<file path="src/rtl/udma_hyperbus_trans_arb.sv">
// Round-robin scheduler that forwards per-channel HyperBus transactions, one at a time, to a single PHY port.
// Optional feature macro HYPER_BURST_SPLIT_EN: split linear memory bursts into chunks of at most MAX_BURST bytes.
module udma_hyperbus_trans_arb #(
    parameter int NB_CH      = 8,
    parameter int NR_CS      = 2,
    parameter int TRANS_SIZE = 16,
    parameter int MAX_BURST  = 1024,
    parameter int ID_W       = $clog2(NB_CH)
) (
    input  logic                                sys_clk_i,
    input  logic                                rst_ni,
    input  logic [NB_CH-1:0]                    ch_trans_valid_i,
    output logic [NB_CH-1:0]                    ch_trans_ready_o,
    input  logic [NB_CH-1:0][31:0]              ch_trans_addr_i,
    input  logic [NB_CH-1:0][NR_CS-1:0]         ch_trans_cs_i,
    input  logic [NB_CH-1:0]                    ch_trans_write_i,
    input  logic [NB_CH-1:0][TRANS_SIZE-1:0]    ch_trans_burst_i,
    input  logic [NB_CH-1:0]                    ch_trans_burst_type_i,
    input  logic [NB_CH-1:0]                    ch_trans_address_space_i,
    output logic                                trans_valid_o,
    input  logic                                trans_ready_i,
    output logic [31:0]                         trans_address_o,
    output logic [NR_CS-1:0]                    trans_cs_o,
    output logic                                trans_write_o,
    output logic [TRANS_SIZE-1:0]               trans_burst_o,
    output logic                                trans_burst_type_o,
    output logic                                trans_address_space_o,
    input  logic                                trans_done_i,
    output logic                                gnt_active_o,
    output logic [ID_W-1:0]                     gnt_id_o,
    output logic [NB_CH-1:0]                    evt_eot_o
);

    typedef enum logic [1:0] {IDLE = 2'd0, ISSUE = 2'd1, WAIT_DONE = 2'd2} state_t;

    if (NB_CH < 2 || MAX_BURST < 2 || (MAX_BURST % 2) != 0 ||
        longint'(MAX_BURST) >= (64'd1 << TRANS_SIZE)) begin : g_bad_params
        $error("udma_hyperbus_trans_arb: invalid NB_CH or MAX_BURST");
    end

    state_t                  state_reg, state_next;
    logic [ID_W-1:0]         rr_ptr_reg, rr_ptr_next;
    logic [ID_W-1:0]         gnt_id_reg, gnt_id_next;
    logic                    gnt_active_reg, gnt_active_next;
    logic [31:0]             addr_reg, addr_next;
    logic [TRANS_SIZE-1:0]   remaining_reg, remaining_next;
    logic [NR_CS-1:0]        cs_reg, cs_next;
    logic                    write_reg, write_next;
    logic                    btype_reg, btype_next;
    logic                    aspace_reg, aspace_next;
    logic [NB_CH-1:0]        eot_reg, eot_next;
    logic [NB_CH-1:0]        grant;
    logic [TRANS_SIZE-1:0]   chunk;
    logic                    last_chunk;

    // Candidate gi is the channel gi positions after rr_ptr; the lowest valid candidate wins.
    logic [NB_CH-1:0]            cand_valid;
    logic [NB_CH-1:0][ID_W-1:0]  cand_id;
    logic                        pick_found;
    logic [ID_W-1:0]             pick_id;

    for (genvar gi = 0; gi < NB_CH; gi++) begin : g_rot
        assign cand_id[gi]    = ID_W'((int'(rr_ptr_reg) + gi) % NB_CH);
        assign cand_valid[gi] = ch_trans_valid_i[cand_id[gi]];
    end

    always_comb begin
        pick_found = 1'b0;
        pick_id    = '0;
        for (int i = NB_CH - 1; i >= 0; i--) begin
            if (cand_valid[i]) begin
                pick_found = 1'b1;
                pick_id    = cand_id[i];
            end
        end
    end

`ifdef HYPER_BURST_SPLIT_EN
    localparam logic [TRANS_SIZE-1:0] MAX_CHUNK = TRANS_SIZE'(MAX_BURST);
    assign chunk      = (btype_reg && !aspace_reg && remaining_reg > MAX_CHUNK) ? MAX_CHUNK : remaining_reg;
    assign last_chunk = (remaining_reg == chunk);
`else
    assign chunk      = remaining_reg;
    assign last_chunk = 1'b1;
`endif

    always_comb begin
        state_next      = state_reg;
        rr_ptr_next     = rr_ptr_reg;
        gnt_id_next     = gnt_id_reg;
        gnt_active_next = gnt_active_reg;
        addr_next       = addr_reg;
        remaining_next  = remaining_reg;
        cs_next         = cs_reg;
        write_next      = write_reg;
        btype_next      = btype_reg;
        aspace_next     = aspace_reg;
        eot_next        = '0;
        grant           = '0;
        case (state_reg)
            IDLE: begin
                if (pick_found) begin
                    grant[pick_id] = 1'b1;
                    rr_ptr_next    = (pick_id == ID_W'(NB_CH - 1)) ? '0 : pick_id + 1'b1;
                    gnt_id_next    = pick_id;
                    addr_next      = ch_trans_addr_i[pick_id];
                    remaining_next = ch_trans_burst_i[pick_id];
                    cs_next        = ch_trans_cs_i[pick_id];
                    write_next     = ch_trans_write_i[pick_id];
                    btype_next     = ch_trans_burst_type_i[pick_id];
                    aspace_next    = ch_trans_address_space_i[pick_id];
                    // An empty request completes immediately without touching the PHY.
                    if (ch_trans_burst_i[pick_id] == '0) begin
                        eot_next[pick_id] = 1'b1;
                    end else begin
                        state_next      = ISSUE;
                        gnt_active_next = 1'b1;
                    end
                end
            end
            ISSUE: begin
                if (trans_ready_i) state_next = WAIT_DONE;
            end
            WAIT_DONE: begin
                if (trans_done_i) begin
                    remaining_next = remaining_reg - chunk;
                    addr_next      = addr_reg + 32'(chunk);
                    if (last_chunk) begin
                        state_next           = IDLE;
                        gnt_active_next      = 1'b0;
                        eot_next[gnt_id_reg] = 1'b1;
                    end else begin
                        state_next = ISSUE;
                    end
                end
            end
            default: state_next = IDLE;
        endcase
    end

    always_ff @(posedge sys_clk_i or negedge rst_ni) begin
        if (!rst_ni) begin
            state_reg      <= IDLE;
            rr_ptr_reg     <= '0;
            gnt_id_reg     <= '0;
            gnt_active_reg <= 1'b0;
            addr_reg       <= '0;
            remaining_reg  <= '0;
            cs_reg         <= '0;
            write_reg      <= 1'b0;
            btype_reg      <= 1'b0;
            aspace_reg     <= 1'b0;
            eot_reg        <= '0;
        end else begin
            state_reg      <= state_next;
            rr_ptr_reg     <= rr_ptr_next;
            gnt_id_reg     <= gnt_id_next;
            gnt_active_reg <= gnt_active_next;
            addr_reg       <= addr_next;
            remaining_reg  <= remaining_next;
            cs_reg         <= cs_next;
            write_reg      <= write_next;
            btype_reg      <= btype_next;
            aspace_reg     <= aspace_next;
            eot_reg        <= eot_next;
        end
    end

    // Accept is combinational from the request, so mask it while reset holds the block idle.
    assign ch_trans_ready_o      = {NB_CH{rst_ni}} & grant;
    assign trans_valid_o         = (state_reg == ISSUE);
    assign trans_address_o       = addr_reg;
    assign trans_cs_o            = cs_reg;
    assign trans_write_o         = write_reg;
    assign trans_burst_o         = chunk;
    assign trans_burst_type_o    = btype_reg;
    assign trans_address_space_o = aspace_reg;
    assign gnt_active_o          = gnt_active_reg;
    assign gnt_id_o              = gnt_id_reg;
    assign evt_eot_o             = eot_reg;

endmodule

</file>
<file path="config.mk">
export PLATFORM = sky130hd
export DESIGN_NAME = udma_hyperbus_trans_arb
export DESIGN_NICKNAME = d
export VERILOG_FILES = /design/src/rtl/udma_hyperbus_trans_arb.sv
export SDC_FILE = /design/constraint.sdc
export NUM_CORES = 1
export LEC_CHECK = 0
export BUFFER_PORTS_ARGS = -buffer_cell sky130_fd_sc_hd__buf_4
export CAP_MARGIN = 0
export CORE_AREA = 2 2 201 203
export DETAILED_ROUTE_END_ITERATION = 16
export DIE_AREA = 0 0 203 205
export PLACE_DENSITY = 0.51
export SETUP_SLACK_MARGIN = 0.05
export SLEW_MARGIN = 10
export SYNTH_ARGS = -nofsm -noshare
export SYNTH_HDL_FRONTEND = slang
export SYNTH_SLANG_ARGS = --single-unit
</file>
<file path="constraint.sdc">
create_clock -name sys_clk_i -period 5.9 [get_ports sys_clk_i]
set_input_delay 0.295 -clock sys_clk_i [delete_from_list [all_inputs] [get_ports sys_clk_i]]
set_output_delay 0.295 -clock sys_clk_i [all_outputs]
set_load 0.005 [all_outputs]
</file>
==> results by group <==
Timing
  • RSZ-0062 raised after global routing: no
  • Setup violators final: 0
  • Rel. slew slack: 28.8%
  • Fin. Hold Viols: 0
  • Fin Clk Skew: 0.0132 ns
  • Worst Max-Slew Pin Slew: 1.05 ns
  • FMAX: ~200 MHz
  • Post-layout min period: 4.89 ns
  • Final Worst Setup Slack: between 1 and 1.5 ns
  • Final setup TNS: 0 ns
  • Period utilization: 82.9%
  • Final Max Tran Viols: 0

Floorplan
  • Core footprint: around 40,000 um^2
  • Row cnt: 73
  • Initial core utilization: about 22%
  • Die W: just over 200 um
  • Die H: 205 um
  • Ports: between 500 and 600
  • Die area: around 42,000 um^2

Worst setup path
  • CP most frequent cell: o21ai_0
  • Critical Path, Cell by Cell: inv_1 > ha_1 > mux4_2 > mux2_2 > nand3b_1 > o211ai_1 > nand2_4 > inv_6 > buf_12 > buf_4 > nor2_1 > nor2_1 > o21ai_0 > o21ai_0 > o21ai_0 > o21ai_0
  • Levels on crit path: 16
  • R2R setup slack: approximately 1 ns
  • Worst setup EP type: register
  • WS Path Type: register to register
  • Reg2Reg Capture Point: trans_address_o[1]
  • Worst Path Buf+Inv: 4
  • Crit Path Max Fanout: 52
  • Required time of the critical path: approximately 6.2 ns
  • R2r worst-path depth: 16
  • RR Startpoint: rr_ptr_reg[0]
  • Termination of the worst setup path: trans_address_o[1]
  • CP top delay family: compound AO/OA/AOI/OAI gates
  • CP startpoint kind: register
  • Critical path data arrival time: between 5 and 6 ns
  • Crit path from: rr_ptr_reg[0]
  • Worst path max stage delay: 0.63 ns
  • CP max-delay cell: dfrtp_1

Synth
  • Post-synthesis sequential area ratio: between 10% and 20%
  • Number of synthesized register bits: 70
  • Post-Syn Area: 8790 um^2
  • Count of cell types in the netlist: between 70 and 80
  • Syn_area_per_cell: between 6 and 7 um^2
  • Synth Instances: roughly 1.3k
  • Number of synthesized flops with an enable pin: 0
  • Syn_nets: roughly 1.8k
  • Synth async-reset ratio: 100%
  • Yosys synthesis warning count: 0
  • Primary FF master, synth: dfrtp_1

Clock network
  • CTS root buf: clkbuf_16
  • CTS resizes: 0
  • CTS sink count: 70
  • CTS Buffer Depth: 2
  • CTS Buf Count: 9
  • Setup Fix Bufs, Post-CTS: 0
  • CTS clock-pin slew for the worst setup and hold paths: 0.07 ns
  • CTS tree: built
  • CTS Hold Bufs: 1
  • Skew-Pair Late Insertion Delay: about 0.35 ns
  • H-tree Lvls: 3

Run
  • # Max-Cap Violations: 0

Global route
  • Total GRT Usage: 23.2%
  • Antenna violations before repair: 4
  • First-pass GRT wire length: between 70 and 80 mm
  • Number of global-route vias before repair: between 10k and 15k
  • Congestion Overflow GR: 0
  • Pin count of the biggest net entering global routing: roughly 150

Detailed routing
  • Routed WL: about 50 mm
  • Via Count: 11.5k
  • Wirelength per Cell: roughly 22 um
  • Remaining antenna violation count after routing: 0
  • Drt drc: 0
  • Initial DRT Pass Iterations: 5
  • DRT iter0 DRCs: approximately 800
  • Vias per std cell: 5.02

Placement
  • Post-Place Cells: ~2.3k
  • Routability cong.: a little under 0.9
  • Port Buf Inserts: between 500 and 600
  • Detail Placement HPWL: around 41 mm
  • Placement Setup Slack: roughly 1.0 ns

Final layout
  • P&R area growth vs syn: 52.3%
  • Non-Filler Instances: roughly 2.3k
  • Nets: roughly 2.2k
  • Commonest non-fill, non-tap cell in the layout: buf_4
  • Max reg flops: 32
  • Commonest cells after routing, fill and taps aside: 528 x buf_4, 299 x nor2_1, 248 x nand2_1
  • Share of cells above drive strength 1: 33.9%

Status
  • Status: completed

Min path
  • Tightest Hold Check Type: primary input to register
==> cell families (layout without fill, tap and decap cells) <==
family	after synthesis	count (layout)	share of synthesized area (%)
xor+xnor	13	13	1.30
compound gates	316	316	24.2
fa+ha+maj	20	20	2.93
mux	92	92	12.9
other cells	0	5	0
simple gates	684	684	32.6
flops	70	70	19.9
buf+inv	120	568	6.18
==> layout make-up <==
type,count,area [um^2]
Clock inverter,7,73.8
Tap cell,525,657
Inverter,19,76.3
Timing Repair Buffer,533,4050
Antenna cell,5,12.5
Clock buffer,9,225
Sequential cell,70,1750
Fill cell,4265,26000
Multi-Input combinational cell,1125,6540
==> worst min-delay path by stage <==
stage                     slack, ns  cells past startpoint                  to           from
final                          0.16                      3        state_reg[1]  trans_ready_i
after global routing           0.19                      3        state_reg[1]  trans_ready_i
after CTS                      0.16                      3        state_reg[1]  trans_ready_i
after detailed placement       0.29                      1  trans_address_o[0]         rst_ni
after global placement         0.29                      1  trans_address_o[0]         rst_ni
after floorplan             -0.0006                      0        evt_eot_o[0]         rst_ni
==> through the flow <==
stage	cell area (um^2)	hold WS [ns]	utilization, %
finish	13400	0.165	34.0
global route	13400	0.186	34.0
CTS	13400	0.155	34.0
detailed placement	13100	0.293	33.2
global placement	13100	0.289	33.2
floorplan	8790	-0.000591	-
==> cell usage after synthesis (3+ instances only) <==
cell type  count  area share [%]
clkbuf_1      39             1.7
o21ai_1        9            0.51
a311oi_1      14             1.4
a311o_1       12             1.4
a32oi_1        5            0.50
o22ai_1        9            0.64
and3_1        13            0.93
a21boi_0       3            0.26
nand4_1        3            0.21
buf_4          5            0.43
nand2b_1       7            0.50
a22o_1         4            0.40
nand3_1       55             3.1
dfrtp_1       70              20
o21a_1         3            0.26
o31ai_1        5            0.43
o211ai_1       6            0.51
nor2_1       300              13
nor3_1        13            0.74
nor2b_1        6            0.43
a211oi_1      50             4.3
or4_1          4            0.34
inv_1         17            0.73
o21ai_0       82             4.7
mux2_2        15             1.9
buf_1          8            0.34
a22oi_1        4            0.34
o41ai_1        5            0.50
nor4_1         9            0.64
nand2_1      249              11
xnor2_1        9            0.90
a21oi_1       37             2.1
a21o_1        10            0.85
and2_1        10            0.71
ha_1          19             2.7
mux2i_1       61             6.9
buf_2         47             2.7
a31oi_1       32             2.3
mux4_2        15             3.8
xor2_1         4            0.40
a221oi_1       3            0.30
==> per-layer routing <==
layer,GRT usage [%],vias to the layer above,part of all wire (%)
li1,-,5571,-
met5,0,-,0
met2,38.7,437,48
met1,31.2,5463,45
met3,3.50,43,5.3
met4,5.87,0,1.9
==> worst reg2reg max path: stages (launching register included) <==
cell	delay, ns
dfrtp_1	0.63
inv_1	0.20
ha_1	0.50
mux4_2	0.45
mux2_2	0.33
nand3b_1	0.17
o211ai_1	0.26
nand2_4	0.11
inv_6	0.36
buf_12	0.35
buf_4	0.33
nor2_1	0.08
nor2_1	0.09
o21ai_0	0.08
o21ai_0	0.60
o21ai_0	0.15
o21ai_0	0.10
Power is not shown: default switching activity piles up to over one toggle a cycle in this logic, so the estimate is an artifact.
